### src/rtl/ps2_pkg.sv
// Shared PS/2 definitions: transmitter states, error codes, timing defaults and timer helper.
// Imported by the host-to-device transmitter and reusable by the receive path.
package ps2_pkg;

   typedef enum logic [3:0] {
      ST_IDLE,
      ST_INHIBIT,
      ST_REQ,
      ST_WAIT_FIRST,
      ST_SEND,
      ST_WAIT_ACK,
      ST_WAIT_IDLE,
      ST_DONE,
      ST_FAIL
   } ps2_tx_state_t;

   localparam logic [1:0] ERR_NONE     = 2'd0;
   localparam logic [1:0] ERR_START_TO = 2'd1;
   localparam logic [1:0] ERR_FRAME_TO = 2'd2;
   localparam logic [1:0] ERR_NACK     = 2'd3;

   // Defaults assume a 50 MHz system clock.
   localparam int DEF_INHIBIT_CYCLES = 6000;
   localparam int DEF_START_TIMEOUT  = 750000;
   localparam int DEF_FRAME_TIMEOUT  = 100000;

   localparam int TIMER_W = 20;

   // Saturating increment so a stalled timer never wraps back below a limit.
   function automatic logic [TIMER_W-1:0] timer_sat_inc(input logic [TIMER_W-1:0] t);
      return (&t) ? t : t + TIMER_W'(1);
   endfunction

endpackage

### src/rtl/ps2_line_sync.sv
// Two-flop synchroniser plus falling-edge detector for one raw PS/2 line.
// Flops reset to the idle-high level so leaving reset never produces a false edge.
module ps2_line_sync (
   input  logic clock,
   input  logic reset,
   input  logic line_raw,
   output logic line_level,
   output logic line_fall
);

   logic meta_reg;
   logic sync_reg;
   logic prev_reg;

   always_ff @(posedge clock) begin
      if (!reset) begin
         meta_reg <= 1'b1;
         sync_reg <= 1'b1;
         prev_reg <= 1'b1;
      end else begin
         meta_reg <= line_raw;
         sync_reg <= meta_reg;
         prev_reg <= sync_reg;
      end
   end

   assign line_level = sync_reg;
   assign line_fall  = prev_reg & ~sync_reg;

endmodule

### src/rtl/ps2_command_tx.sv
// Host-to-device PS/2 command transmitter: request-to-send, serialise start/data/parity/stop
// on device falling edges, then check the ACK. Lines are driven through open-drain enables.
module ps2_command_tx
   import ps2_pkg::*;
#(
   parameter int unsigned INHIBIT_CYCLES = DEF_INHIBIT_CYCLES,
   parameter int unsigned START_TIMEOUT  = DEF_START_TIMEOUT,
   parameter int unsigned FRAME_TIMEOUT  = DEF_FRAME_TIMEOUT
) (
   input  logic       clock,
   input  logic       reset,
   input  logic       s_valid,
   output logic       s_ready,
   input  logic [7:0] in_byte,
   input  logic       ps2_clk_in,
   input  logic       ps2_dat_in,
   output logic       ps2_clk_oe,
   output logic       ps2_dat_oe,
   output logic       busy,
   output logic       done,
   output logic       error,
   output logic [1:0] error_code
);

   localparam logic [TIMER_W-1:0] INHIBIT_LIM = TIMER_W'(INHIBIT_CYCLES);
   localparam logic [TIMER_W-1:0] START_LIM   = TIMER_W'(START_TIMEOUT);
   localparam logic [TIMER_W-1:0] FRAME_LIM   = TIMER_W'(FRAME_TIMEOUT);

   // Index 0 is PS2_CLK, index 1 is PS2_DAT.
   logic [1:0] line_raw;
   logic [1:0] line_level;
   logic [1:0] line_fall;
   logic       clk_level;
   logic       clk_fall;
   logic       dat_level;
   logic       unused_dat_fall;

   assign line_raw = {ps2_dat_in, ps2_clk_in};

   generate
      for (genvar gi = 0; gi < 2; gi++) begin : g_sync
         ps2_line_sync u_sync (
            .clock      (clock),
            .reset      (reset),
            .line_raw   (line_raw[gi]),
            .line_level (line_level[gi]),
            .line_fall  (line_fall[gi])
         );
      end
   endgenerate

   assign clk_level       = line_level[0];
   assign clk_fall        = line_fall[0];
   assign dat_level       = line_level[1];
   assign unused_dat_fall = line_fall[1];

   ps2_tx_state_t      state_reg, state_next;
   logic [TIMER_W-1:0] timer_reg, timer_next, timer_inc;
   logic [3:0]         bit_cnt_reg, bit_cnt_next;
   logic [7:0]         shift_reg, shift_next;
   logic               parity_reg, parity_next;
   logic               dat_oe_reg, dat_oe_next;
   logic [1:0]         error_code_reg, error_code_next;

   always_ff @(posedge clock) begin
      if (!reset) begin
         state_reg      <= ST_IDLE;
         timer_reg      <= '0;
         bit_cnt_reg    <= '0;
         shift_reg      <= '0;
         parity_reg     <= 1'b0;
         dat_oe_reg     <= 1'b0;
         error_code_reg <= ERR_NONE;
      end else begin
         state_reg      <= state_next;
         timer_reg      <= timer_next;
         bit_cnt_reg    <= bit_cnt_next;
         shift_reg      <= shift_next;
         parity_reg     <= parity_next;
         dat_oe_reg     <= dat_oe_next;
         error_code_reg <= error_code_next;
      end
   end

   always_comb begin
      state_next      = state_reg;
      timer_next      = timer_reg;
      bit_cnt_next    = bit_cnt_reg;
      shift_next      = shift_reg;
      parity_next     = parity_reg;
      dat_oe_next     = dat_oe_reg;
      error_code_next = error_code_reg;
      timer_inc       = timer_sat_inc(timer_reg);

      case (state_reg)
         ST_IDLE: begin
            if (s_valid) begin
               shift_next      = in_byte;
               parity_next     = ~^in_byte;
               error_code_next = ERR_NONE;
               timer_next      = '0;
               state_next      = ST_INHIBIT;
            end
         end
         ST_INHIBIT: begin
            if (timer_inc >= INHIBIT_LIM) state_next = ST_REQ;
            else                          timer_next = timer_inc;
         end
         ST_REQ: begin
            // Start bit stays driven low while the clock line is handed to the device.
            timer_next   = '0;
            bit_cnt_next = '0;
            dat_oe_next  = 1'b1;
            state_next   = ST_WAIT_FIRST;
         end
         ST_WAIT_FIRST: begin
            if (clk_fall) begin
               bit_cnt_next = 4'd1;
               dat_oe_next  = ~shift_reg[0];
               shift_next   = {1'b0, shift_reg[7:1]};
               timer_next   = '0;
               state_next   = ST_SEND;
            end else if (timer_inc >= START_LIM) begin
               error_code_next = ERR_START_TO;
               state_next      = ST_FAIL;
            end else begin
               timer_next = timer_inc;
            end
         end
         ST_SEND: begin
            timer_next = timer_inc;
            if (clk_fall) begin
               bit_cnt_next = bit_cnt_reg + 4'd1;
               if (bit_cnt_reg <= 4'd7) begin
                  dat_oe_next = ~shift_reg[0];
                  shift_next  = {1'b0, shift_reg[7:1]};
               end else if (bit_cnt_reg == 4'd8) begin
                  dat_oe_next = ~parity_reg;
               end else begin
                  dat_oe_next = 1'b0;
                  state_next  = ST_WAIT_ACK;
               end
            end else if (timer_inc >= FRAME_LIM) begin
               error_code_next = ERR_FRAME_TO;
               state_next      = ST_FAIL;
            end
         end
         ST_WAIT_ACK: begin
            timer_next = timer_inc;
            if (clk_fall) begin
               if (!dat_level) begin
                  state_next = ST_WAIT_IDLE;
               end else begin
                  error_code_next = ERR_NACK;
                  state_next      = ST_FAIL;
               end
            end else if (timer_inc >= FRAME_LIM) begin
               error_code_next = ERR_FRAME_TO;
               state_next      = ST_FAIL;
            end
         end
         ST_WAIT_IDLE: begin
            timer_next = timer_inc;
            if (clk_level && dat_level) begin
               state_next = ST_DONE;
            end else if (timer_inc >= FRAME_LIM) begin
               error_code_next = ERR_FRAME_TO;
               state_next      = ST_FAIL;
            end
         end
         ST_DONE:  state_next = ST_IDLE;
         ST_FAIL:  state_next = ST_IDLE;
         default:  state_next = ST_IDLE;
      endcase

      // The data enable only survives while a frame is actually on the wire.
      if (!(state_next inside {ST_WAIT_FIRST, ST_SEND, ST_WAIT_ACK})) dat_oe_next = 1'b0;
   end

   assign s_ready    = (state_reg == ST_IDLE);
   assign busy       = (state_reg != ST_IDLE);
   assign done       = (state_reg == ST_DONE);
   assign error      = (state_reg == ST_FAIL);
   assign error_code = error_code_reg;
   assign ps2_clk_oe = (state_reg == ST_INHIBIT) || (state_reg == ST_REQ);
   assign ps2_dat_oe = (state_reg == ST_REQ) || dat_oe_reg;

endmodule

### config.mk
export PLATFORM = sky130hd
export DESIGN_NAME = ps2_command_tx
export DESIGN_NICKNAME = d
export VERILOG_FILES = /design/src/rtl/ps2_pkg.sv /design/src/rtl/ps2_line_sync.sv /design/src/rtl/ps2_command_tx.sv
export SDC_FILE = /design/constraint.sdc
export NUM_CORES = 1
export LEC_CHECK = 0
export CAP_MARGIN = 20
export CORE_MARGIN = 8
export CORE_UTILIZATION = 60
export DETAILED_ROUTE_END_ITERATION = 16
export PLACE_DENSITY = 0.81
export SLEW_MARGIN = 20
export SYNTH_ARGS = -nofsm -noshare
export SYNTH_HDL_FRONTEND = slang
export SYNTH_SLANG_ARGS = --single-unit
### constraint.sdc
create_clock -name clock -period 3.69 [get_ports clock]
set_input_delay 0.369 -clock clock [delete_from_list [all_inputs] [get_ports clock]]
set_output_delay 0.369 -clock clock [all_outputs]
set_load 0.005 [all_outputs]
==> out/metrics.cfg <==
[final_layout]
final_nets=475
layout-drive-gt1-share=0.111
largest_reg_flops=20
diodes=0
postLayoutCoreUtil=0.695
design_area_um2=3750
layout_common_cells=45 x dfxtp_1, 43 x nor2_1, 35 x nand2_1
final_common_cell=dfxtp_1
final_cells=532
syn_to_final_growth_pct=13.4

[floorplanning]
core-area_um2=5410
initial_core_util=0.613
ios=21
die_w_um=90.3
die_area_um2=8150
rows=27
fp.dieH_um=90.3

[setup_path]
worstSetupStartpointType=flip-flop
cp_top_family=simple AND/OR/NAND/NOR gates
r2r_start=timer_reg[0]
cp_cell_sequence=ha_2 > and4_1 > nand4_1 > or3_1 > xor2_1 > nor3_1 > o31ai_4 > o211ai_2 > buf_12 > or4_1 > a21oi_1
r2r_cells=11
cp_max_fo=32
critPathBufInv=1
required_ps=3930
critPathKind=flip-flop to flip-flop
arrival_ps=3680
end_kind=flip-flop
r2r-end=timer_reg[12]
ff2ff_setup_slack_ps=250
crit_path_max_incr_delay_ps=460
slowest_stage=dfxtp_1

[cts]
h-tree-depth=2
cts_tree=built
worstSkewPairLatency_ps=310
clock-sinks=45
cts_buffers=5
clk_pin_slew_ps=100
clockRootBuffer=clkbuf_8
cts_buffer_depth=2

[yosys]
synth_xor_area_frac=0.0370
yosysSeqAreaShare=0.272
postSynthAreaPerCell_um2=7.49
synth_edf_count=0
syn_inst=442
synth_adder_area_share=0.0113
ys_ff_latch=45
synth-simple-area-share=0.321
synth_compound_area_frac=0.271
synthMuxAreaShare=0.0306
synth_warnings=0
synth_top_family_by_area=simple AND/OR/NAND/NOR gates
synth_area_um2=3310
ys_types=70
ys_async_sr_fraction=0
synth_nets=458
synth_flop_cell=dfxtp_1

[pwr]
leakage_nw=1.35
ir_worst_vdd_mv=0.208
p_per_area_nw_per_um2=262

[worst_hold_path]
hold_start=g_sync[1].u_sync.meta_reg
hold_class=flip-flop to flip-flop
whs_endpoint=g_sync[1].u_sync.line_level
min_path_cells=1

[sta]
hold_viol_final=0
maxSlewViolCount=0
finalCritPeriodShare=0.932
setup-tns-final_ps=0
period_minus_slack_ps=3440
rsz0062_at_grt=false
finClkSkew_ps=12.6
worst_pin_slew_ps=782
max_slew_margin=0.473
setup_violations=0
timing.fmax_mhz=291

[drt]
avgViaCountPerCell=6.68
vias=3556
wl_per_cell_um=17.4
drt-pass1-iter-count=7
drtIter0Drc=375
ant_nets=0
drc=0
wl_um=9270

[flow_run]
max_cap_violations=0

[grt]
grt_max_degree=33
grt_pass1_wl_um=15300
grt_pass1_vias=3284
grt.total_usage=0.220
gr-total-overflow=0
antenna_found_initial=0

[placement]
port-buffer-count=20
dp_hpwl_um=6620
placed_cells=524
gp_congestion=1.02
dpl-instance-area_um2=3660

[outcome]
status=completed

## power breakdown
part | internal, mW | switching, mW | total [mW]
clock network | 0.141 | 0.193 | 0.334
registers | 0.502 | 0.0144 | 0.516
logic | 0.0597 | 0.0744 | 0.134
## routing by layer
metal | global-route usage | up-vias | share of wire
met5 | 0 | - | 0
met4 | 0.121 | 0 | 0.040
met3 | 0.0391 | 43 | 0.080
met2 | 0.361 | 242 | 0.46
met1 | 0.265 | 1587 | 0.42
li1 | - | 1684 | -
## cells in the mapped netlist (all sizes together) (3+ instances only)
library cell	instances	area [µm²]
o21ai	22	110
nor3	21	121
xnor2	8	70.1
mux2i	9	90.1
a31oi	11	68.8
or3	8	55.1
a211oi	13	97.6
nor2b	6	37.5
o31ai	5	51.3
a21o	6	45.0
nand3	26	130
o221a	9	101
xor2	6	52.6
clkbuf	26	100
inv	7	26.3
o41ai	3	26.3
nand2b	15	93.8
buf	11	60.1
o211ai	3	27.5
or4	4	33.8
nand4	9	62.6
nand2	35	131
and2	3	18.8
dfxtp	45	901
nor4	9	68.8
nand3b	5	37.5
o22ai	3	18.8
a21oi	26	130
ha	3	37.5
and3	7	43.8
nor2	43	161
## kinds of logic after synthesis
| family | after synthesis |
|---|---|
| buf+inv | 45 |
| xor+xnor | 14 |
| simple gates | 199 |
| compound gates | 126 |
| mux | 10 |
| flops | 45 |
| fa+ha+maj | 3 |
## through the flow
step           total power [mW]  hold slack, ps  worst slack (ps)
6_report                  0.984             416               251
5_1_grt                    1.03             433              60.8
4_1_cts                   0.990             416               235
3_5_place_dp              0.659             391               286
3_3_place_gp              0.655             389               384
2_1_floorplan             0.610             386               651
## area by class of cell
class / instances / area, µm²
Fill cell: 462 / 1650
Clock buffer: 5 / 68.8
Inverter: 8 / 30.0
Clock inverter: 3 / 26.3
Sequential cell: 45 / 901
Timing Repair Buffer: 47 / 415
Multi-Input combinational cell: 352 / 2220
Tap cell: 72 / 90.1
## how the worst max path moves through the flow
| stage | start | end | slack [ps] | cells past startpoint |
|---|---|---|---|---|
| after floorplan | timer_reg[0] | timer_reg[4] | 650 | 12 |
| after global placement | timer_reg[0] | timer_reg[12] | 380 | 12 |
| final | timer_reg[0] | timer_reg[12] | 250 | 11 |
| after CTS | timer_reg[0] | timer_reg[12] | 240 | 12 |
| after global routing | timer_reg[0] | timer_reg[12] | 60 | 11 |
| after detailed placement | timer_reg[0] | timer_reg[12] | 290 | 12 |
## timing repair
item	CTS	global route
hold endpoints to repair	0	0
resized for setup	0	1
hold buffers	0	0
buffers inserted	0	0
setup endpoints to repair	0	1
Power figures use the tool's default switching activity.
